<file path="config.mk">
export PLATFORM = sky130hd
export DESIGN_NAME = alu_serial_ctrl
export DESIGN_NICKNAME = d
export VERILOG_FILES = /design/src/rtl/alu_serial_ctrl.sv
export SDC_FILE = /design/constraint.sdc
export NUM_CORES = 1
export LEC_CHECK = 0
export ABC_AREA = 1
export CAP_MARGIN = 20
export CELL_PAD_IN_SITES_DETAIL_PLACEMENT = 0
export CELL_PAD_IN_SITES_GLOBAL_PLACEMENT = 2
export CORE_AREA = 2 2 135 137
export CTS_CLUSTER_DIAMETER = 120
export CTS_CLUSTER_SIZE = 12
export DETAILED_ROUTE_END_ITERATION = 10
export DIE_AREA = 0 0 137 139
export HOLD_SLACK_MARGIN = 0.06
export PLACE_DENSITY = 0.75
export SLEW_MARGIN = 5
export SYNTH_ARGS = -nofsm -noshare
export SYNTH_HDL_FRONTEND = slang
export SYNTH_SLANG_ARGS = --single-unit
</file>
<file path="constraint.sdc">
create_clock -name clk -period 3.1 [get_ports clk]
set_input_delay 0.93 -clock clk [delete_from_list [all_inputs] [get_ports clk]]
set_output_delay 0.93 -clock clk [all_outputs]
set_load 0.05 [all_outputs]
</file>
<file path="src/rtl/alu_serial_ctrl.sv">
// rtl/alu_serial_ctrl.sv - bit-serial ALU sequencer driving an external 1-bit ALU slice
module alu_serial_ctrl #(
    parameter int WIDTH = 24
) (
    input  logic             clk,
    input  logic             reset,
    input  logic             in_valid,
    output logic             in_ready,
    input  logic [2:0]       op,
    input  logic [WIDTH-1:0] a,
    input  logic [WIDTH-1:0] b,
    output logic             out_valid,
    input  logic             out_ready,
    output logic [WIDTH-1:0] result,
    output logic             zero,
    output logic             carry,
    output logic             overflow,
    output logic             slice_a,
    output logic             slice_b,
    output logic             slice_ainv,
    output logic             slice_binv,
    output logic             slice_cin,
    output logic             slice_less,
    output logic [2:0]       slice_op,
    input  logic             slice_cout,
    input  logic             slice_result
);

    localparam int CW = (WIDTH > 1) ? $clog2(WIDTH) : 1;
    localparam logic [CW-1:0] LAST_IDX = CW'(WIDTH - 1);

    localparam logic [2:0] OP_AND = 3'b000;
    localparam logic [2:0] OP_OR  = 3'b001;
    localparam logic [2:0] OP_ADD = 3'b010;
    localparam logic [2:0] OP_SUB = 3'b011;
    localparam logic [2:0] OP_SLT = 3'b100;
    localparam logic [2:0] OP_XOR = 3'b101;
    localparam logic [2:0] OP_NOR = 3'b110;

    localparam logic [2:0] SL_AND = 3'b000;
    localparam logic [2:0] SL_OR  = 3'b001;
    localparam logic [2:0] SL_ADD = 3'b010;
    localparam logic [2:0] SL_XOR = 3'b100;

    typedef enum logic [1:0] {S_IDLE, S_SHIFT, S_DONE} state_t;

    state_t           r_state;
    state_t           w_next_state;
    logic [2:0]       r_op;
    logic [WIDTH-1:0] r_a;
    logic [WIDTH-1:0] r_b;
    logic [CW-1:0]    r_cnt;
    logic             r_carry;
    logic [WIDTH-1:0] r_result;
    logic             r_cflag;
    logic             r_vflag;

    logic w_accept;
    logic w_last;
    logic w_ovf;
    logic w_is_arith;
    logic w_done;

    assign w_accept   = (r_state == S_IDLE) && in_valid;
    assign w_last     = (r_state == S_SHIFT) && (r_cnt == LAST_IDX);
    assign w_ovf      = r_carry ^ slice_cout;
    assign w_is_arith = (r_op == OP_ADD) || (r_op == OP_SUB);
    assign w_done     = (r_state == S_DONE);

    always_ff @(posedge clk or posedge reset) begin
        if (reset) begin
            r_state <= S_IDLE;
        end else begin
            r_state <= w_next_state;
        end
    end

    always_comb begin
        w_next_state = r_state;
        case (r_state)
            S_IDLE:  if (in_valid)  w_next_state = S_SHIFT;
            S_SHIFT: if (w_last)    w_next_state = S_DONE;
            S_DONE:  if (out_ready) w_next_state = S_IDLE;
            default: w_next_state = S_IDLE;
        endcase
    end

    // Slice drives are only live during SHIFT; the reserved op keeps them all at 0.
    always_comb begin
        in_ready   = (r_state == S_IDLE);
        out_valid  = w_done;
        slice_a    = 1'b0;
        slice_b    = 1'b0;
        slice_ainv = 1'b0;
        slice_binv = 1'b0;
        slice_cin  = 1'b0;
        slice_less = 1'b0;
        slice_op   = SL_AND;
        if (r_state == S_SHIFT && r_op != 3'b111) begin
            slice_a   = r_a[r_cnt];
            slice_b   = r_b[r_cnt];
            slice_cin = r_carry;
            case (r_op)
                OP_AND: slice_op = SL_AND;
                OP_OR:  slice_op = SL_OR;
                OP_ADD: slice_op = SL_ADD;
                OP_SUB: begin slice_binv = 1'b1; slice_op = SL_ADD; end
                OP_SLT: begin slice_binv = 1'b1; slice_op = SL_ADD; end
                OP_XOR: slice_op = SL_XOR;
                OP_NOR: begin slice_ainv = 1'b1; slice_binv = 1'b1; slice_op = SL_AND; end
                default: slice_op = SL_AND;
            endcase
        end
    end

    always_ff @(posedge clk or posedge reset) begin
        if (reset) begin
            r_op     <= '0;
            r_a      <= '0;
            r_b      <= '0;
            r_cnt    <= '0;
            r_carry  <= 1'b0;
            r_result <= '0;
            r_cflag  <= 1'b0;
            r_vflag  <= 1'b0;
        end else if (w_accept) begin
            r_op     <= op;
            r_a      <= a;
            r_b      <= b;
            r_cnt    <= '0;
            r_carry  <= (op == OP_SUB) || (op == OP_SLT);
            r_result <= '0;
            r_cflag  <= 1'b0;
            r_vflag  <= 1'b0;
        end else if (r_state == S_SHIFT) begin
            r_carry <= slice_cout;
            r_cnt   <= r_cnt + 1'b1;
            if (r_op != 3'b111) begin
                r_result[r_cnt] <= slice_result;
            end
            if (r_cnt == LAST_IDX) begin
                r_cflag <= w_is_arith & slice_cout;
                r_vflag <= w_is_arith & w_ovf;
                // SLT keeps only the sign of a-b corrected for overflow.
                if (r_op == OP_SLT) begin
                    r_result    <= '0;
                    r_result[0] <= slice_result ^ w_ovf;
                end
            end
        end
    end

    assign result   = r_result;
    assign zero     = w_done && (r_result == '0);
    assign carry    = r_cflag;
    assign overflow = r_vflag;

endmodule

</file>
======== Word level (Yosys, flattened, before mapping) ========
Cells that the tools add are included.
cells by class
  $add $sub $neg .......................... 1
  magnitude comparators ................... 2
  equal/unequal tests ..................... 15
  mux-type cells .......................... 35
  bitwise operators ....................... 4
  reductions and logical operators ........ 15
operator list
  operator                                                           number
  two-way mux 24 bit                                                 5
  bitwise mux 24 bit                                                 1
  logical NOT 24 bit                                                 1
  two-way mux 1 bit                                                  18
  == test 3 bit, second input constant                               4
  binary-select mux 1 bit (select 5 bit)                             2
  two-way mux 5 bit                                                  2
  == test 3 x 2 -> 1 bit, second input constant                      3
  one-hot mux 3 bit (3 select lines)                                 1
  less-than comparator 5 x 6 -> 1 bit, second input constant         1
  two-way mux 2 bit                                                  3
  inequality test 2 bit, second input constant                       3
  one-hot mux 2 bit (3 select lines)                                 1
  OR reduction 3 bit                                                 2
  adder 5 x 1 -> 5 bit, second input constant                        1
  demux 1 bit (select 5 bit)                                         1
  == test 5 bit, second input constant                               1
  greater-or-equal comparator 5 x 1 -> 1 bit, second input constant  1
  logical AND 1 bit                                                  5
  nonzero test 2 bit                                                 2
  == test 3 x 1 -> 1 bit, second input constant                      1
  two-way mux 3 bit                                                  1
  inequality test 3 bit, second input constant                       1
  AND reduction 3 bit                                                1
  other kinds (7)                                                    10
storage, ports and cells
  register bits ........................... 85
  input bits .............................. 57
  output and inout port bits .............. 38
  word-level logic and storage cells ...... 81

======== Depth between registers and ports, before layout ========
  depth after elaboration ................. 10
  depth in mapped cells ................... 9
  depth with buffers taken out ............ 8

======== Least setup slack after synthesis ========
OpenSTA, ideal clock, no wires.
  kind .................................... flip-flop to output port
  from .................................... register r_state[0]
  to ...................................... output port slice_op[2]
  arrival time ............................ 2.250 ns
  required time ........................... 2.170 ns
  path slack .............................. -0.080 ns
  cell stages (with the launch flop) ...... 5
  path buffers ............................ 0
  cells stage by stage .................... dfrtp_1 inv_1 nor2_2 nand2_1 nor4_1
on the way
  word-level cells in the longest chain between the ends .. 3
ends and longest elaborated chain
  element                 line  RTL
  start, declared         47    state_t r_state;
  start signal, assigned  74    r_state <= w_next_state;
  == test 2 x 1 -> 1 bit  99    if (r_state == S_SHIFT && r_op != 3'b111) begin
  logical AND 1 bit       99
  two-way mux 3 bit       99
  end, declared           24    output logic [2:0] slice_op,
Every way passes these cells.

======== Worst setup path in the final report ========
  from .................................... register r_cnt[1]
  to ...................................... output port slice_b
on the way
  word-level cells in the longest chain between the ends .. 3
ends and longest elaborated chain
  element                                  line  RTL
  start, declared                          52    logic [CW-1:0] r_cnt;
  start signal, assigned                   137   r_cnt <= r_cnt + 1'b1;
  binary-select mux 1 bit (select 5 bit)   101   slice_b = r_b[r_cnt];
  two-way mux 1 bit (implied by the code)  101
  two-way mux 1 bit                        99
  end, declared                            19    output logic slice_b,
Every way passes these cells. The select of a mux whose other input is x is not followed.

==> impl_metrics.json <==
{
  "outcome": "finished clean",
  "diodes": 0,
  "clock_skew_ps": 5.40,
  "crit_arrival_ps": 2020,
  "syn-num-nets": 664,
  "max_stage_delay_ps": 410,
  "highest_layer": "met4",
  "drt_iter0_drc": 273,
  "grt_max_degree": 97,
  "start_util": 0.253,
  "nNetsFinal": 755,
  "drt_pass1_iterations": 6,
  "fin_ws_ps": 149,
  "met1_length_um": 6080,
  "synth_edf_count": 0,
  "crit_chain": "inv_1 -> nand3_1 -> nand2_1 -> nand2_1 -> nand2_1 -> nor2_1 -> a21oi_1 -> buf_12",
  "fin_crit_sh": 0.952,
  "min_period_ps": 2950,
  "synth_area_leaders": "dfrtp_1 48%, nand2_1 18%, o21ai_0 7.1%",
  "die_x_um": 137,
  "cpMostUsedCell": "nand2_1",
  "syn_to_final_growth_pct": 34.4,
  "slew_headroom": 0.450,
  "dp_hpwl_um": 9060,
  "max_clock_freq_mhz": 339,
  "start_kind": "flop",
  "hold_path.class": "reg -> reg",
  "via_per_inst": 4.43,
  "setup_viol": 0,
  "yosysWarnings": 0,
  "cts_buffers": 9,
  "post-synth-top-count-cell": "nand2_1",
  "cts-root-buf": "clkbuf_16",
  "syn-cell-area_um2": 4470,
  "route.detailed.drc": 0,
  "insertion_delay_ps": 340,
  "clk_pin_slew_ps": 60,
  "synth-seq-cells": 85,
  "yosysTopAreaCell": "dfrtp_1",
  "hold_viol_final": 0,
  "rsz0062_at_grt": "false",
  "ios": 95,
  "maxSlewViolCount": 0,
  "fp.dieH_um": 139,
  "powerDensity_nw_per_um2": 1090,
  "finalSetupTns_ps": 0,
  "p_leak_nw": 2.81,
  "crit_buf_inv": 2,
  "crit_fanout": 14,
  "syn_avg_cell_area_um2": 7.42,
  "vdd_ir_drop_max_mv": 0.533,
  "p_total_mw": 6.53,
  "antenna_left": 0,
  "cts_buffer_depth": 2,
  "worst-setup-path-type": "reg -> out",
  "synthCells": 602,
  "synth_top_area_frac": 0.476,
  "grt_use_total": 0.142,
  "wl_met2_um": 6060,
  "clock-sinks": 85,
  "htree_levels": 3,
  "required_ps": 2170,
  "grt_pass1_vias": 4092,
  "crit_slowest_cell": "inv_1",
  "drive_above_1_share": 0.0802,
  "dp.cells": 910,
  "cts_setup_buffers": 0,
  "core_area_um2": 17700,
  "die_area_um2": 19000,
  "place_congestion": 0.764,
  "vias": 4111,
  "cts_tree": "done",
  "gr-total-overflow": 0,
  "synth.distinct_cells": 30,
  "antenna_found_initial": 0,
  "async_flop_share": 1.00,
  "grt_pass1_wl_um": 21400,
  "rows": 49,
  "dr_wl_met3_um": 425,
  "port-buffer-count": 93,
  "synth-seq-area-share": 0.476,
  "endpoint_kind": "primary output",
  "ys.flop_type": "dfrtp_1",
  "final_cell_count_no_fill": 927,
  "critPathTopFamily": "buffers and inverters",
  "yosys-top-cells-count": "214 x nand2_1, 85 x dfrtp_1, 69 x inv_1",
  "tightest_slew_ps": 825,
  "drt-total-wl_um": 12900,
  "nFillCells": 1886,
  "wl_per_cell_um": 13.9,
  "place_ws_ps": 275,
  "max_cap_violations": 0
}
worst reg2reg max path, stage by stage, from the launching register on:
cell and delay (ps):
dfrtp_1 400, buf_4 220, ha_1 290, nand2_2 150, nor2_4 60, nor2_4 430, nand2_1 100, o21ai_0 170
sequential cells by signal (all words and copies together), names as in the netlist:
signal / count
r_b: 24
overflow: 1
result: 24
r_cnt: 5
carry: 1
r_state: 2
r_op: 3
r_a: 24
r_carry: 1
placed cells by master, fill, tap and decap left out, types with 2 or more instances in the layout:
cell type | netlist | routed
nor4_1 | 7 | 6
nand3_1 | 39 | 39
clkbuf_16 | 0 | 9
o21ai_1 | 10 | 10
o21ai_0 | 63 | 63
clkbuf_1 | 13 | 2
nor2_1 | 26 | 26
nand4_1 | 3 | 3
a21oi_1 | 20 | 19
clkdlybuf4s50_1 | 0 | 84
ha_1 | 5 | 5
inv_2 | 5 | 6
clkbuf_8 | 0 | 2
o211ai_1 | 11 | 11
nor2_2 | 2 | 2
buf_4 | 2 | 18
nor3_2 | 4 | 4
dfrtp_1 | 85 | 85
nor3_1 | 2 | 2
buf_12 | 0 | 3
nor2_4 | 2 | 2
inv_1 | 69 | 67
nand2_1 | 214 | 214
cells by family (layout without fill, tap and decap cells):
| kind of cell | count (synthesis) | after routing | share of synthesized area |
|---|---|---|---|
| fa+ha+maj | 5 | 5 | 0.0140 |
| simple gates | 301 | 301 | 0.284 |
| compound gates | 107 | 107 | 0.129 |
| flops | 85 | 85 | 0.476 |
| buf+inv | 101 | 197 | 0.0925 |
| xor+xnor | 2 | 2 | 0.00392 |
| other cells | 1 | 1 | 0.000840 |
where the power goes:
group | leakage, nW | switching (mW) | internal [mW] | total [mW]
combinational | 1.60 | 2.28 | 1.18 | 3.46
sequential | 1.06 | 0.344 | 1.61 | 1.95
clock | 0.150 | 0.447 | 0.670 | 1.12
routing by layer:
layer | track usage | vias to the layer above
met5 | 0 | -
li1 | - | 2092
met1 | 0.195 | 1934
met4 | 0.0570 | 0
met3 | 0.0219 | 18
met2 | 0.223 | 67
layout make-up:
type                    count  area [µm²]  area share
flip-flops and latches     85        2130       0.354
clock inverters             3        43.8     0.00730
multi-input cells         416        1940       0.322
well taps                 229         287      0.0477
inverters                  75         285      0.0475
repair buffers            106        1060       0.177
clock buffers              13         260      0.0434
through the flow:
stage | utilization | hold slack (ps) | cell area [µm²]
CTS | 0.338 | 485 | 5970
detailed placement | 0.321 | 468 | 5670
floorplan | - | 444 | 4480
global placement | 0.321 | 476 | 5670
global route | 0.340 | 522 | 6000
finish | 0.340 | 480 | 6000
path summary, 6_finish.rpt:
check / start / endpoint / slack [ps] / cells after the start
max: r_cnt[1] / slice_b / 150 / 8
min: r_b[20] / r_b[20] / 480 / 2
max reg2reg: r_cnt[0] / result[16] / 1200 / 7
min reg2reg: r_b[20] / r_b[20] / 480 / 2
max in group asynchronous: reset / r_b[10] / 1670 / 3
min in group asynchronous: reset / r_a[16] / 1060 / 3
timing repair:
item,in CTS,in global routing
gates resized for setup,0,2
hold buffers,0,0
endpoints found under the setup margin,0,2
hold endpoints to repair,0,0
Power figures use the tool's default switching activity.
